File: src/rtl/rps_result_scoreboard.sv
// Purpose: decode judge result bytes into per-player scores, tallies and a first-to-WIN_TARGET match winner.
// Latency: every output updates on the accepting edge, so results are visible one cycle after the handshake.
// Backpressure: res_ready is low while the match is over, while ena is low, or while clear is high.
module rps_result_scoreboard #(
    parameter int WIN_TARGET = 3,
    parameter int SCORE_W    = 4
) (
    input  logic               clk,
    input  logic               rst_n,
    input  logic               ena,
    input  logic               res_valid,
    input  logic [7:0]         res_byte,
    output logic               res_ready,
    input  logic               clear,
    output logic [SCORE_W-1:0] p1_score,
    output logic [SCORE_W-1:0] p2_score,
    output logic [7:0]         tie_count,
    output logic [7:0]         inval_count,
    output logic [7:0]         round_count,
    output logic               match_over,
    output logic [1:0]         match_winner,
    output logic               err_flag
);

    localparam logic [SCORE_W-1:0] TARGET = SCORE_W'(WIN_TARGET);
    localparam logic [SCORE_W-1:0] ONE    = SCORE_W'(1);

    typedef enum logic {PLAY = 1'b0, OVER = 1'b1} state_t;

    state_t             state;
    logic               accept;
    logic [SCORE_W-1:0] p1_next;
    logic [SCORE_W-1:0] p2_next;

    assign res_ready = (state == PLAY) && ena && !clear;
    assign accept    = res_valid && res_ready;
    assign p1_next   = p1_score + ONE;
    assign p2_next   = p2_score + ONE;

    always_ff @(posedge clk or negedge rst_n) begin
        if (!rst_n) begin
            state        <= PLAY;
            p1_score     <= '0;
            p2_score     <= '0;
            tie_count    <= 8'd0;
            inval_count  <= 8'd0;
            round_count  <= 8'd0;
            match_over   <= 1'b0;
            match_winner <= 2'b00;
            err_flag     <= 1'b0;
        end else if (clear) begin
            // Clear wins over everything, including a pending byte; res_ready is low this cycle.
            state        <= PLAY;
            p1_score     <= '0;
            p2_score     <= '0;
            tie_count    <= 8'd0;
            inval_count  <= 8'd0;
            round_count  <= 8'd0;
            match_over   <= 1'b0;
            match_winner <= 2'b00;
            err_flag     <= 1'b0;
        end else if (accept) begin
            if (round_count != 8'hFF) begin
                round_count <= round_count + 8'd1;
            end
            case (res_byte)
                8'h31: begin
                    p1_score <= p1_next;
                    if (p1_next == TARGET) begin
                        state        <= OVER;
                        match_over   <= 1'b1;
                        match_winner <= 2'b01;
                    end
                end
                8'h32: begin
                    p2_score <= p2_next;
                    if (p2_next == TARGET) begin
                        state        <= OVER;
                        match_over   <= 1'b1;
                        match_winner <= 2'b10;
                    end
                end
                8'h00: begin
                    if (tie_count != 8'hFF) begin
                        tie_count <= tie_count + 8'd1;
                    end
                end
                8'h3F: begin
                    if (inval_count != 8'hFF) begin
                        inval_count <= inval_count + 8'd1;
                    end
                end
                default: err_flag <= 1'b1;
            endcase
        end
    end

endmodule

File: config.mk
export PLATFORM = sky130hd
export DESIGN_NAME = rps_result_scoreboard
export DESIGN_NICKNAME = d
export VERILOG_FILES = /design/src/rtl/rps_result_scoreboard.sv
export SDC_FILE = /design/constraint.sdc
export NUM_CORES = 1
export LEC_CHECK = 0
export ABC_CLOCK_PERIOD_IN_PS = 4000
export CAP_MARGIN = 20
export CORE_MARGIN = 2
export CORE_UTILIZATION = 45
export DETAILED_ROUTE_END_ITERATION = 10
export PLACE_DENSITY_LB_ADDON = 0.1
export SETUP_SLACK_MARGIN = 0.4
export SLEW_MARGIN = 10
export SYNTH_ARGS = -nofsm -noshare
export SYNTH_HDL_FRONTEND = slang
export SYNTH_SLANG_ARGS = --single-unit
File: constraint.sdc
create_clock -name clk -period 4 [get_ports clk]
set_clock_uncertainty 0.1 [all_clocks]
set_input_delay 0.4 -clock clk [delete_from_list [all_inputs] [get_ports clk]]
set_output_delay 0.4 -clock clk [all_outputs]
set_load 0.01 [all_outputs]
==> qor.yml <==
setup_path:
  crit_path_start: "clear"
  critical_path.endpoint_type: "output port"
  crit_end: "res_ready"
  rrSetupSlack_ns: 1.70
  rr_endpoint: "tie_count[5]$_DFFE_PN0P_"
  r2r_start: "state$_DFFE_PN0P_"
  critPathMaxFanout: 15
  cp_data_arrival_time_ns: 2.19
  cp_data_required_time_ns: 3.50
  reg2reg_depth: 4
  critical_path_class: "in -> out"
  critPathLaunchType: "input pin"
placed_design:
  gp_congestion: 0.847
  place_area_sq_um: 2730
  place_hpwl_mm: 3.54
  io_buffer_count: 49
die:
  die_w_um: 73.9
  start_util_pct: 46.5
  die_h_um: 73.9
  pin_count: 50
  num_rows: 25
  core-area_sq_um: 4720
  dieArea_sq_um: 5450
clocking:
  cts_hold_buffers: 0
  cts_sinks: 36
  root_buffer: "clkbuf_8"
  cts_tree: "done"
  clk_pin_slew_worst_paths_ns: 0.07
  postCtsSetupBuffers: 0
  clk_latency_ns: 0.29
  cts.repair.resized: 0
  h-tree-depth: 2
  clockBufferDepth: 2
  numCtsBuffers: 5
power_and_ir_drop:
  peakVddDrop_mv: 0.183
  leakage_nw: 1.04
  power_density_nw_per_um2: 260
final_layout:
  diodes: 0
  area_growth_pct: 28.4
  nets: 302
  num-fill-cells: 419
  finalInstanceArea_sq_um: 2820
  layout-drive-gt1-share_pct: 7.07
sta:
  fin_tns_setup_ns: 0
  max_freq_mhz: 372
  rsz0062_at_grt: "no"
  timing.final.crit_share_pct: 67.2
  period_needed_ns: 2.69
  max-slew-margin-rel_pct: 32.1
  setup_viol: 0
  hold_violations: 0
  worst_pin_slew_ns: 1.01
  drv_slew: 0
global_route:
  grt-ovfl-total: 0
  grt_max_degree: 37
  antenna_found_initial: 0
  grt_pass1_wl_mm: 8.56
  track_usage_pct: 20.3
  grt_pass1_vias: 1803
drt:
  ant_nets: 0
  vias_per_cell: 5.78
  drt_iter0_drc: 102
  drt-total-wl_mm: 5.13
  wl_per_cell_um: 14.7
  dr.pass1.iters: 4
  vias: 2023
  drc: 0
yosys:
  syn_area_sq_um: 2200
  syn_area_per_cell_sq_um: 9.38
  yosysWarnings: 0
  synth_top_area_cell: "dfrtp_1"
  synth_edf_count: 0
  synth-async-reset-ratio_pct: 100
  synth_ff_type: "dfrtp_1"
  yosysSeqAreaShare_pct: 41.0
  synth.distinct_cells: 54
  synth_top_area_share_pct: 41.0
  syn_inst: 234
  netlist_top_cells_area: "dfrtp_1 (41%), a21oi_1 (5.5%), ha_1 (4.0%), o21ai_0 (3.4%), or3_1 (3.1%)"
  ys_ff_latch: 36
  syn-num-nets: 254
status:
  outcome: "finished clean"
worst_hold_path:
  hp-class: "reg -> reg"
run:
  drv_cap: 0
==> critical path: stages <==
cell and delay, ns:
clkdlybuf4s50_1 0.84, inv_1 0.26, and3_1 0.21, clkdlybuf4s50_1 0.47
==> through the flow <==
stage | hold WS (ns) | setup WS, ns | utilization (%) | total power, mW | cells
after floorplan | 0.00441 | 2.09 | - | 0.422 | 234
after global placement | 0.419 | 1.31 | 57.8 | 0.470 | 342
after detailed placement | 0.408 | 1.27 | 57.8 | 0.471 | 342
after CTS | 0.424 | 1.31 | 59.7 | 0.740 | 350
after global routing | 0.475 | 1.18 | 59.7 | 0.769 | 350
final | 0.422 | 1.31 | 59.7 | 0.733 | 350
==> cells in the final DEF (no fill, tap or decap), types with 3 or more instances in the layout <==
cell type | Yosys | final
nor4_1 | 4 | 4
and3_1 | 4 | 4
inv_1 | 11 | 11
or2_2 | 4 | 4
clkdlybuf4s50_1 | 0 | 49
o31ai_1 | 4 | 4
a31oi_1 | 4 | 4
nor3_1 | 3 | 3
xnor2_1 | 3 | 3
or3_1 | 11 | 11
o21ai_0 | 15 | 15
nand3_1 | 11 | 11
nand2_1 | 12 | 12
a21oi_1 | 24 | 24
o41ai_1 | 4 | 4
nor2_1 | 11 | 11
ha_1 | 7 | 7
clkbuf_8 | 0 | 6
nor2b_1 | 5 | 5
o311ai_0 | 3 | 3
or4_1 | 5 | 5
nand4_1 | 7 | 7
dfrtp_1 | 36 | 36
==> layer usage <==
metal	wire length (um)	GRT usage [%]	part of all wire, %	vias up
li1	-	-	-	988
met1	2500	29.8	49	977
met2	2320	29.3	45	52
met3	246	4.53	4.8	6
met4	68	6.87	1.3	0
met5	0	0	0	-
==> flip-flops by register name, summed over array words and instances, names as in the netlist <==
name	count
p2_score	4
round_count	8
p1_score	4
inval_count	8
state	1
match_winner	2
err_flag	1
tie_count	8
==> layout make-up <==
class / count / area [sq um] / share of cell area (%)
Multi-Input combinational cell: 177 / 1200 / 42.5
Sequential cell: 36 / 901 / 31.9
Timing Repair Buffer: 51 / 505 / 17.9
Clock buffer: 8 / 90.1 / 3.19
Tap cell: 67 / 83.8 / 2.97
Inverter: 11 / 41.3 / 1.46
==> Yosys cell counts (5+ instances only) <==
library cell / instances
nand2_1: 12
o21ai_0: 15
nor2_1: 11
buf_2: 5
a21oi_1: 24
or3_1: 11
inv_1: 11
dfrtp_1: 36
nor2b_1: 5
ha_1: 7
nand4_1: 7
or4_1: 5
nand3_1: 11
==> cells by family after synthesis <==
family	after synthesis	synth area share, %
AND/OR/NAND/NOR	94	26.3
XOR/XNOR	3	1.20
adder cells (fa/ha/maj)	7	3.99
buffers and inverters	21	4.39
multiplexers	4	2.05
flip-flops	36	41.0
AO/OA/AOI/OAI	69	21.1
==> where the power goes <==
group / internal (mW) / leakage (nW) / switching, mW
Clock: 0.141 / 0.0455 / 0.129
Sequential: 0.371 / 0.497 / 0.00673
Combinational: 0.0392 / 0.502 / 0.0464
==> worst min path at each step <==
stage / start / endpoint / depth (start not counted)
after floorplan: rst_n / err_flag$_DFFE_PN0P_ / 0
after global placement: err_flag$_DFFE_PN0P_ / err_flag$_DFFE_PN0P_ / 2
after detailed placement: err_flag$_DFFE_PN0P_ / err_flag$_DFFE_PN0P_ / 2
after CTS: err_flag$_DFFE_PN0P_ / err_flag$_DFFE_PN0P_ / 2
after global routing: tie_count[6]$_DFFE_PN0P_ / tie_count[6]$_DFFE_PN0P_ / 1
final: err_flag$_DFFE_PN0P_ / err_flag$_DFFE_PN0P_ / 2
Power figures use the tool's default switching activity.
